===== src/rtl/serial_sub_pkg.sv =====
// Shared FSM encodings and width helpers for the bit-serial subtractor.
package serial_sub_pkg;

  typedef enum logic [1:0] {
    ST_IDLE = 2'd0,
    ST_RUN  = 2'd1,
    ST_DONE = 2'd2
  } state_t;

  // Bit-counter width; never below one bit.
  function automatic int unsigned cnt_width(input int unsigned w);
    return (w > 1) ? $clog2(w) : 1;
  endfunction

endpackage


===== src/rtl/full_subtractor.sv =====
// One-bit full subtractor: d = a - b - bin, with borrow-out.
module full_subtractor (
  input  logic a,
  input  logic b,
  input  logic bin,
  output logic d,
  output logic bout
);

  assign d    = a ^ b ^ bin;
  assign bout = (~a & b) | (~(a ^ b) & bin);

endmodule


===== src/rtl/serial_subtractor.sv =====
// Bit-serial unsigned subtractor (diff = a - b), LSB first, one bit per clock.
// Define SERIAL_SUB_OVERFLOW_DETECT_EN to enable the signed-overflow flag.
module serial_subtractor
  import serial_sub_pkg::*;
#(
  parameter int unsigned WIDTH = 8
) (
  input  logic             clk,
  input  logic             rst_n,
  input  logic             start,
  input  logic [WIDTH-1:0] a,
  input  logic [WIDTH-1:0] b,
  output logic             busy,
  output logic             done,
  output logic [WIDTH-1:0] diff,
  output logic             borrow,
  output logic             ovf
);

  localparam int unsigned      CNT_W    = cnt_width(WIDTH);
  localparam logic [CNT_W-1:0] CNT_LAST = CNT_W'(WIDTH - 1);

  state_t state, state_nxt;
  logic   load_c, step_c, last_c;

  logic [WIDTH-1:0] a_sh, b_sh;
  // Upper WIDTH-1 result bits; the incoming bit completes the word.
  logic [WIDTH-2:0] res_sh;
  logic             bin;
  logic [CNT_W-1:0] cnt;
  logic             d_c, bout_c;
  logic [WIDTH-1:0] res_wide_c;

  full_subtractor u_cell (
    .a    (a_sh[0]),
    .b    (b_sh[0]),
    .bin  (bin),
    .d    (d_c),
    .bout (bout_c)
  );

  assign res_wide_c = {d_c, res_sh};

  // State register.
  always_ff @(posedge clk) begin
    if (!rst_n) state <= ST_IDLE;
    else        state <= state_nxt;
  end

  // Next-state and control strobes.
  always_comb begin
    state_nxt = state;
    load_c    = 1'b0;
    step_c    = 1'b0;
    last_c    = 1'b0;
    case (state)
      ST_IDLE: begin
        if (start) begin
          load_c    = 1'b1;
          state_nxt = ST_RUN;
        end
      end
      ST_RUN: begin
        step_c = 1'b1;
        if (cnt == CNT_LAST) begin
          last_c    = 1'b1;
          state_nxt = ST_DONE;
        end
      end
      ST_DONE: begin
        if (start) begin
          load_c    = 1'b1;
          state_nxt = ST_RUN;
        end else begin
          state_nxt = ST_IDLE;
        end
      end
      default: state_nxt = ST_IDLE;
    endcase
  end

  // Datapath and registered outputs.
  always_ff @(posedge clk) begin
    if (!rst_n) begin
      a_sh   <= '0;
      b_sh   <= '0;
      res_sh <= '0;
      bin    <= 1'b0;
      cnt    <= '0;
      busy   <= 1'b0;
      done   <= 1'b0;
      diff   <= '0;
      borrow <= 1'b0;
    end else begin
      busy <= (state_nxt == ST_RUN);
      done <= last_c;
      if (load_c) begin
        a_sh   <= a;
        b_sh   <= b;
        res_sh <= '0;
        bin    <= 1'b0;
        cnt    <= '0;
      end else if (step_c) begin
        a_sh   <= {1'b0, a_sh[WIDTH-1:1]};
        b_sh   <= {1'b0, b_sh[WIDTH-1:1]};
        res_sh <= res_wide_c[WIDTH-1:1];
        bin    <= bout_c;
        cnt    <= cnt + CNT_W'(1);
      end
      if (last_c) begin
        diff   <= res_wide_c;
        borrow <= bout_c;
      end
    end
  end

`ifdef SERIAL_SUB_OVERFLOW_DETECT_EN
  logic a_msb, b_msb;

  // Two's-complement overflow: operand signs differ and result sign flips from a.
  always_ff @(posedge clk) begin
    if (!rst_n) begin
      a_msb <= 1'b0;
      b_msb <= 1'b0;
      ovf   <= 1'b0;
    end else begin
      if (load_c) begin
        a_msb <= a[WIDTH-1];
        b_msb <= b[WIDTH-1];
      end
      if (last_c) ovf <= (a_msb != b_msb) && (d_c != a_msb);
    end
  end
`else
  assign ovf = 1'b0;
`endif

endmodule


===== config.mk =====
export PLATFORM = sky130hd
export DESIGN_NAME = serial_subtractor
export DESIGN_NICKNAME = d
export VERILOG_FILES = /design/src/rtl/serial_sub_pkg.sv /design/src/rtl/full_subtractor.sv /design/src/rtl/serial_subtractor.sv
export SDC_FILE = /design/constraint.sdc
export NUM_CORES = 1
export LEC_CHECK = 0
export BUFFER_PORTS_ARGS = -buffer_cell sky130_fd_sc_hd__buf_2
export CAP_MARGIN = 30
export CELL_PAD_IN_SITES_DETAIL_PLACEMENT = 0
export CELL_PAD_IN_SITES_GLOBAL_PLACEMENT = 2
export CORE_MARGIN = 1
export CORE_UTILIZATION = 35
export CTS_BUF_LIST = sky130_fd_sc_hd__clkbuf_8
export DETAILED_ROUTE_END_ITERATION = 6
export GPL_ROUTABILITY_DRIVEN = 0
export PLACE_DENSITY = 0.93
export RECOVER_POWER = 50
export SLEW_MARGIN = 20
export SYNTH_ARGS = -nofsm -noshare
export SYNTH_HDL_FRONTEND = slang
export SYNTH_SLANG_ARGS = --single-unit

===== constraint.sdc =====
create_clock -name clk -period 2.7 [get_ports clk]
set_input_delay 0.54 -clock clk [delete_from_list [all_inputs] [get_ports clk]]
set_output_delay 0.54 -clock clk [all_outputs]
set_load 0.02 [all_outputs]

==> results.yml, run 1 <==
floorplanning:
  start_util: 0.3783
  coreArea_sq_mm: 0.004144
  pin_count: 31
  die_y_um: 68.93
  die_area_sq_mm: 0.004751
  rows: 23
  die_x_um: 68.93
synthesis:
  synth_area_leader_cell: "dfxtp_1"
  synthTopCellsByArea: "dfxtp_1, nand2_1, a21oi_1"
  yosysMostFrequentCell: "nand2_1"
  synth_top_cell_area_share: 0.5108
  ys.flop_type: "dfxtp_1"
  synth_area_sq_mm: 0.001568
  synthArstFlopShare: 0
  synth_seq_cells: 40
  synth_nets: 212
  syn-instance-count: 190
  syn_avg_cell_area_sq_um: 8.251
  synthTopCellsByCount: "nand2_1, dfxtp_1, a21oi_1, a31oi_1, o21ai_0"
  ys_seq_area_frac: 0.5108
  synth_cell_types: 27
  yosysWarnings: 0
  synth-edff-count: 0
grt:
  grtUsageTotal: 0.1519
  grt_pass1_vias: 1130
  antenna_found_initial: 0
  grt.overflow.total: 0
  grt_max_degree: 26
  grt_pass1_wl_um: 5168
critical_path:
  crit_path_max_incr_delay_ps: 490
  worst_ep_arrival_time_ps: 1960
  rr_worst_depth: 4
  end_kind: "flip-flop"
  cp_cell_sequence: "nand2b_1 > clkbuf_1 > o21ai_0 > a31oi_1"
  cp-start-kind: "flip-flop"
  reg2reg_setup_slack_ps: 970
  critical_path_required_ps: 2930
  critPathTopFamily: "buffers and inverters"
  worstPathMaxFanout: 16
  path_buf_inv: 1
  r2r_end: "a_sh[1]"
  slowest_stage: "clkbuf_1"
  worst-setup-path-type: "reg2reg"
  reg2reg_from: "state[0]"
sta:
  fin_crit_sh: 0.6424
  fin_tns_setup_ps: 0
  fmax_mhz: 576.5
  finalCriticalPeriod_ps: 1735
  rsz0062_at_grt: "false"
  drv_slew: 0
  final-hold-violation-count: 0
  max_slew.worst_pin.slew_ps: 553.7
  fin_skew_ps: 8.237
  slew_headroom: 0.6309
  setup_viol: 0
  setup_ws_ps: 965.4
clock_network:
  clkLatencyLatePin_ps: 290
  clock_sinks: 40
  cts.clk_slew.worst_paths_ps: 80
  cts_buffers: 5
  clock_path_buffers: 2
  ctsHoldBuffers: 0
  post_cts_buffers: 0
  cts_tree: "built"
  cts_resized: 0
  cts.root.buffer_cell: "clkbuf_8"
  htreeDepth: 2
min_path:
  worstHoldStart: "diff[7]"
  worstHoldPathCells: 2
  hold_end: "diff[7]"
  hold_path.class: "reg2reg"
layout:
  nets: 237
  multi_input_area_sq_um: 664.4
  seqCellArea_sq_um: 800.8
  antennaDiodeCount: 0
  layout-drive-gt1-share: 0.1296
  area_growth_pct: 14.21
  n_fill_cell: 457
  fin_util: 0.4321
  fin_cells: 266
  finalInstanceArea_sq_mm: 0.001790
route:
  drt-pass1-iter-count: 4
  via_per_inst: 4.906
  wirelength_met1_um: 1633
  initialDrtViolationCount: 53
  wirelength_um: 3271
  route.vias.total: 1305
  wl_per_cell_um: 12.30
  top_layer: "met4"
  wl_met2_um: 1363
  drc: 0
  wl_met3_um: 165
  drtAntennaViolNets: 0
outcome:
  status: "completed"
placement:
  dp_slack_ps: 960.3
  dp_cells: 257
  port_buffers: 29
  dp_hpwl_um: 2163
  placed_cell_area_sq_mm: 0.001707
flow_run:
  maxCapViolCount: 0
power:
  p_per_area_mw_per_mm2: 641.3
  vdd_drop_max_v: 0.0002774
  leakage_uw: 0.0006453
==> worst max-delay path by stage <==
stage                     slack, ps  cells past startpoint  endpoint  startpoint
after floorplan                1460                      5      busy      cnt[0]
after detailed placement        960                      4       bin       start
final                           970                      4   a_sh[1]    state[0]
after global routing            760                      4   a_sh[2]    state[0]
after global placement          970                      4       bin       start
after CTS                      1020                      5   diff[6]      cnt[0]
==> where the power goes <==
group | leakage (uW) | switching (uW) | internal, uW
registers | 0.000326 | 14.3 | 616
clock network | 0.0000486 | 201 | 204
logic | 0.000270 | 72.2 | 41.1
total | 0.000645 | 288 | 860
==> metal layers <==
metal	track usage	vias up
li1	-	685
met1	0.1952	578
met2	0.2136	31
met3	0.05099	11
met4	0.09949	0
met5	0	-
==> placed cells by master, fill, tap and decap left out <==
cell type / Yosys / layout
nand2_1: 54 / 54
inv_1: 3 / 4
o21a_1: 1 / 1
and2b_1: 1 / 1
fa_1: 1 / 1
clkbuf_8: 0 / 6
a31oi_1: 13 / 13
mux2i_1: 1 / 1
nand3_1: 10 / 10
a21oi_1: 20 / 20
a311oi_1: 1 / 1
ha_1: 2 / 2
nor3_1: 1 / 1
nand3b_1: 1 / 1
a22oi_1: 1 / 1
a211oi_2: 1 / 1
buf_2: 7 / 18
xnor2_1: 1 / 1
nor2_1: 6 / 6
buf_6: 2 / 1
clkinvlp_4: 0 / 1
clkbuf_1: 2 / 13
dfxtp_1: 40 / 40
nor2b_1: 1 / 1
o21ai_0: 13 / 13
nand2b_1: 2 / 2
conb_1: 1 / 1
buf_4: 3 / 1
==> through the flow <==
step	total power [uW]	hold slack (ps)
6_report	1148	457.2
5_1_grt	1210	477.4
4_1_cts	1164	456.0
3_5_place_dp	757.7	445.3
3_3_place_gp	758.6	441.4
2_1_floorplan	731.0	436.6
==> area by class of cell <==
type | count | share of cell area
clock buffer | 6 | 0.04612
sequential | 40 | 0.4472
inverter | 3 | 0.006289
tap | 50 | 0.03494
clock inverter | 2 | 0.006289
multi-input combinational | 132 | 0.3711
timing repair buffer | 33 | 0.08805
==> flip-flops by register name, summed over array words and instances (netlist names) <==
register	flops
borrow	1
done	1
busy	1
res_sh	7
b_sh	8
bin	1
a_sh	8
state	2
cnt	3
diff	8
==> cells by family after synthesis <==
| logic type | synth area share |
|---|---|
| DFF | 0.5108 |
| and+or+nand+nor | 0.2003 |
| xor gates and xnor gates | 0.005588 |
| AOI/OAI and AO/OA | 0.1804 |
| buffers and inverters | 0.06544 |
| other | 0.002392 |
| adders and majority gates | 0.02873 |
| muxes | 0.006385 |
==> tightest hold or removal path: cells and delay by family (launching register included) <==
family / cells / cell delay, ps
and+or+nand+nor: 1 / 50
DFF: 1 / 310
AOI/OAI and AO/OA: 1 / 50
No activity file was read; power rests on OpenSTA's default activity.
==> run 2, diff against run 1 <==
CORE_UTILIZATION = 33   (was 35)
PLACE_DENSITY = 0.89   (was 0.93)
clock period = 1.6 ns   (was 2.7 ns; I/O delays follow)
==> results.yml, run 2 (same netlist as run 1, synthesis figures left out) <==
outcome:
  status: "completed"
power:
  p_switching_uw: 491.8
  fin_total_pwr_uw: 1904
  pwr-share-seq: 0.557
  power_frac_comb: 0.106
  clockPowerShare: 0.336
  p_int_uw: 1412
  leakage_uw: 0.0006643
  swShare: 0.2583
  vdd_drop_max_v: 0.0003840
  p_per_area_mw_per_mm2: 1047
clock_network:
  cts_resized: 0
  cts_buffers: 5
  htreeDepth: 2
  clkLatencyLatePin_ps: 290
  cts_tree: "built"
  cts.root.buffer_cell: "clkbuf_8"
  post_cts_buffers: 0
  cts.clk_slew.worst_paths_ps: 80
  clock_path_buffers: 2
  ctsHoldBuffers: 0
  clock_sinks: 40
floorplanning:
  coreArea_sq_mm: 0.004474
  die_area_sq_mm: 0.005030
  start_util: 0.3504
  die_x_um: 70.93
  pin_count: 31
  die_y_um: 70.93
  rows: 24
layout:
  reg_top3: "a_sh: 8 flops, b_sh: 8 flops, diff: 8 flops"
  finalInstanceArea_sq_mm: 0.001819
  layout_commonest_cell: "nand2_1"
  nets: 243
  fin_cells: 273
  mostFrequentLayoutCells: "nand2_1, dfxtp_1, a21oi_1, buf_2"
  antennaDiodeCount: 0
  fin_util: 0.4066
  area_growth_pct: 16.04
  layout-drive-gt1-share: 0.1538
  n_fill_cell: 495
flow_run:
  maxCapViolCount: 0
sta:
  setup_viol: 0
  fin_crit_sh: 0.8520
  fin_tns_setup_ps: 0
  fmax_mhz: 733.6
  drv_slew: 0
  fin_skew_ps: 8.245
  slew_headroom: 0.6608
  rsz0062_at_grt: "false"
  max_slew.worst_pin.slew_ps: 508.2
  finalCriticalPeriod_ps: 1363
  final-hold-violation-count: 0
grt:
  grt.overflow.total: 0
  grt_max_degree: 18
  grt_pass1_vias: 1231
  grt_pass1_wl_um: 5699
  grtUsageTotal: 0.1459
  antenna_found_initial: 0
critical_path:
  cp-start-kind: "flip-flop"
  reg2reg_from: "state[0]"
  worst-setup-path-type: "reg2reg"
  reg2reg_setup_slack_ps: 240
  worst_ep_arrival_time_ps: 1580
  r2r_end: "diff[5]"
  end_kind: "flip-flop"
  worstPathMaxFanout: 10
  rr_worst_depth: 4
  critical_path_required_ps: 1820
placement:
  port_buffers: 29
  dp_cells: 266
  placed_cell_area_sq_mm: 0.001762
  dp_hpwl_um: 2233
min_path:
  worstHoldStart: "a[7]"
  hold_path.class: "in2reg"
  hold_end: "a_sh[7]"
  worstHoldPathCells: 3
route:
  wirelength_um: 3208
  drc: 0
  drt-pass1-iter-count: 6
  wl_per_cell_um: 11.75
  via_per_inst: 4.810
  initialDrtViolationCount: 72
  route.vias.total: 1313
  drtAntennaViolNets: 0
## run 2: cell types whose count changed in the layout (fill, tap and decap cells not counted), sizes merged
cell | previous run | this run
clkinv | 0 | 1
inv | 4 | 3
buf | 20 | 25
## run 2: metrics by stage
step / hold WS (ps) / setup WS [ps]
after floorplan: 436.6 / 357.6
after global placement: 441.3 / 294.6
after detailed placement: 445.1 / 236.8
after CTS: 255.4 / 222.5
after global routing: 250.3 / 76.69
final: 261.1 / 236.8
## run 2: worst max path at each step
stage | start | end | slack (ps)
2_1_floorplan | cnt[0] | busy | 360
3_5_place_dp | cnt[0] | diff[7] | 240
4_1_cts | cnt[0] | diff[7] | 220
5_1_grt | state[0] | diff[0] | 80
6_report | state[0] | diff[5] | 240
3_3_place_gp | cnt[0] | diff[3] | 290
## run 2: area by class of cell
class	count	area, sq um	area share
clock buffer	5	68.82	0.03783
sequential	40	800.8	0.4402
multi-input combinational	132	664.4	0.3652
tap	52	65.06	0.03576
clock inverter	2	12.51	0.006878
timing repair buffer	39	196.4	0.1080
inverter	3	11.26	0.006190
## run 2: critical path, cell delays in order, from the launching register on
cell      delay, ps
dfxtp_1         390
and2b_1         370
clkbuf_1        290
nand3_1         130
a21oi_1         120
## run 2: routing by layer
layer | GRT usage | part of all wire | vias up | wire [um]
li1 | - | - | 694 | -
met3 | 0.05271 | 0.035 | 2 | 112
met2 | 0.2276 | 0.45 | 22 | 1448
met5 | 0 | 0 | - | 0
met1 | 0.1888 | 0.51 | 595 | 1621
met4 | 0.04667 | 0.0078 | 0 | 25
## run 2: power groups by stage
stage          Sequential (uW)  Clock [uW]  Combinational [uW]
2_1_floorplan             1080           0                 151
3_3_place_gp              1080           0                 212
3_5_place_dp              1080           0                 212
4_1_cts                   1060         664                 214
5_1_grt                   1070         705                 235
6_report                  1060         640                 203
==> run 3, diff against run 2 <==
ABC_AREA = 1   (was unset)
CORE_UTILIZATION = 32   (was 33)
HOLD_SLACK_MARGIN = 0.02   (was unset)
PLACE_DENSITY = unset   (was 0.89)
PLACE_DENSITY_LB_ADDON = 0.08   (was unset)
==> results.yml, run 3 <==
grt:
  grt-busiest-layer: "met2"
  grt_max_degree: 29
  antenna_found_initial: 0
  grtUsageTotal: 0.1438
  grt_pass1_vias: 1405
  grt_pass1_wl_um: 6589
  grt_use_met3: 0.04192
  met1_usage: 0.2009
  grtUsageMet2: 0.2118
  grt.overflow.total: 0
sta:
  fin_tns_setup_ps: 0
  fin_hold_ws_ps: 256.2
  fin_crit_sh: 0.8700
  finalCriticalPeriod_ps: 1392
  final-hold-violation-count: 0
  fmax_mhz: 718.4
  setup_viol: 0
  rsz0062_at_grt: "false"
  drv_slew: 0
  fin_skew_ps: 2.915
synthesis:
  ys_seq_area_frac: 0.4549
  synth_area_sq_mm: 0.001760
  syn-instance-count: 238
  yosysWarnings: 0
  synthTopCellsByArea: "dfxtp_1, nand2_1, inv_1"
  syn_avg_cell_area_sq_um: 7.397
  synth-edff-count: 0
  synth_area_leader_cell: "dfxtp_1"
  ys.flop_type: "dfxtp_1"
  synth_cell_types: 23
  synthArstFlopShare: 0
  synth_nets: 260
  synthTopCellsByCount: "nand2_1, dfxtp_1, inv_1, nand3_1, nor2_1"
  synth_seq_cells: 40
  yosysMostFrequentCell: "nand2_1"
  synth_top_cell_area_share: 0.4549
floorplanning:
  start_util: 0.3382
  rows: 26
  die_y_um: 76.17
  die_x_um: 76.17
  coreArea_sq_mm: 0.005205
  die_area_sq_mm: 0.005802
  pin_count: 31
route:
  drtAntennaViolNets: 0
  wl_per_cell_um: 11.19
  drc: 0
  initialDrtViolationCount: 59
  via_per_inst: 4.373
  route.vias.total: 1478
  wirelength_um: 3783
  drt-pass1-iter-count: 5
outcome:
  status: "completed"
placement:
  placed_cell_area_sq_mm: 0.001942
  dp_hpwl_um: 2625
  port_buffers: 29
power:
  leakage_uw: 0.0009707
  p_per_area_mw_per_mm2: 1118
  p_int_uw: 1752
  p_switching_uw: 547.9
  pwr-share-seq: 0.466
  vdd_drop_max_v: 0.0004290
  power_frac_comb: 0.114
  swShare: 0.2382
  clockPowerShare: 0.420
layout:
  layout-drive-gt1-share: 0.1567
  finalInstanceArea_sq_mm: 0.002057
  reg_top3: "a_sh: 8 flops, b_sh: 8 flops, diff: 8 flops"
  n_fill_cell: 587
  antennaDiodeCount: 0
  mostFrequentLayoutCells: "nand2_1, dfxtp_1, inv_1, nand3_1, buf_2"
  layout_commonest_cell: "nand2_1"
  nets: 290
  area_growth_pct: 16.84
critical_path:
  critical_path_required_ps: 1780
  cp-start-kind: "flip-flop"
  end_kind: "flip-flop"
  slowest_stage: "dfxtp_1"
  crit_path_max_incr_delay_ps: 510
  cp_cell_sequence: "inv_1 > nand2_4 > nand2_4 > inv_2 > nand2_1 > nand2_1 > nor2_1"
  path_buf_inv: 2
  worstPathMaxFanout: 14
  worst-setup-path-type: "reg2reg"
  worst_ep_arrival_time_ps: 1570
  critPathTopFamily: "flip-flops"
clock_network:
  cts_buffers: 5
  ctsHoldBuffers: 0
  clkLatencyLatePin_ps: 290
  cts.clk_slew.worst_paths_ps: 80
  htreeDepth: 2
  post_cts_buffers: 0
  cts_resized: 0
  cts.root.buffer_cell: "clkbuf_8"
  cts_tree: "built"
  clock_sinks: 40
  clock_path_buffers: 2
flow_run:
  maxCapViolCount: 0
min_path:
  hold_path.class: "in2reg"
## run 3: cell count changes after synthesis, moves of 3 or more
cell / delta
buf_2: -5
nand2_1: +12
nand3_1: +11
nor2_1: +10
inv_1: +27
a31oi_1: -13
inv_2: +6
a21oi_1: -5
nand2_4: +3
nor3_1: +7
## run 3: stage by stage
| step | utilization | total power, uW | cells | setup WS (ps) |
|---|---|---|---|---|
| 3_5_place_dp | 0.3731 | 1363 | 331 | 244.9 |
| 4_1_cts | 0.3978 | 2335 | 338 | 228.4 |
| 3_3_place_gp | 0.3731 | 1369 | 331 | 260.6 |
| 2_1_floorplan | - | 1304 | 238 | 445.8 |
| 6_report | 0.3952 | 2300 | 338 | 208.1 |
| 5_1_grt | 0.3952 | 2431 | 338 | 58.29 |
## run 3: worst paths after layout
check             from       to  slack, ps  cells past startpoint
max           state[0]  b_sh[0]        210                      7
min               b[7]  b_sh[7]        260                      3
max reg2reg   state[0]  b_sh[0]        210                      7
min reg2reg  res_sh[5]  diff[5]        470                      2
## run 3: cells by family after synthesis
logic type / count (synthesis) / share of synthesized area
other: 1 / 0.002130
DFF: 40 / 0.4549
xor gates and xnor gates: 1 / 0.004976
buffers and inverters: 46 / 0.1230
and+or+nand+nor: 119 / 0.3078
adders and majority gates: 3 / 0.02558
AOI/OAI and AO/OA: 28 / 0.08174
## run 3: power by group through the flow
stage	sequential [uW]	clock [uW]	combinational [uW]
3_3_place_gp	1100	0	273
3_5_place_dp	1100	0	267
2_1_floorplan	1090	0	216
6_report	1070	967	262
4_1_cts	1070	993	269
5_1_grt	1080	1040	308
## run 3: final cells by class
type	instances	area (sq um)	area share
clock buffer	5	68.82	0.03346
clock inverter	2	60.06	0.02920
inverter	36	135.1	0.06569
multi-input combinational	152	743.2	0.3613
sequential	40	800.8	0.3893
tap	70	87.58	0.04258
timing repair buffer	33	161.4	0.07847
## run 3: layer usage
metal,share of wire,vias to the layer above
li1,-,789
met1,0.53,654
met2,0.41,30
met3,0.048,5
met4,0.012,0
met5,0,-
## run 3: worst register-to-register path, stage by stage, from the launching register on
cell     delay (ps)
dfxtp_1         510
inv_1           140
nand2_4         180
nand2_4          70
inv_2           190
nand2_1          90
nand2_1          70
nor2_1           30
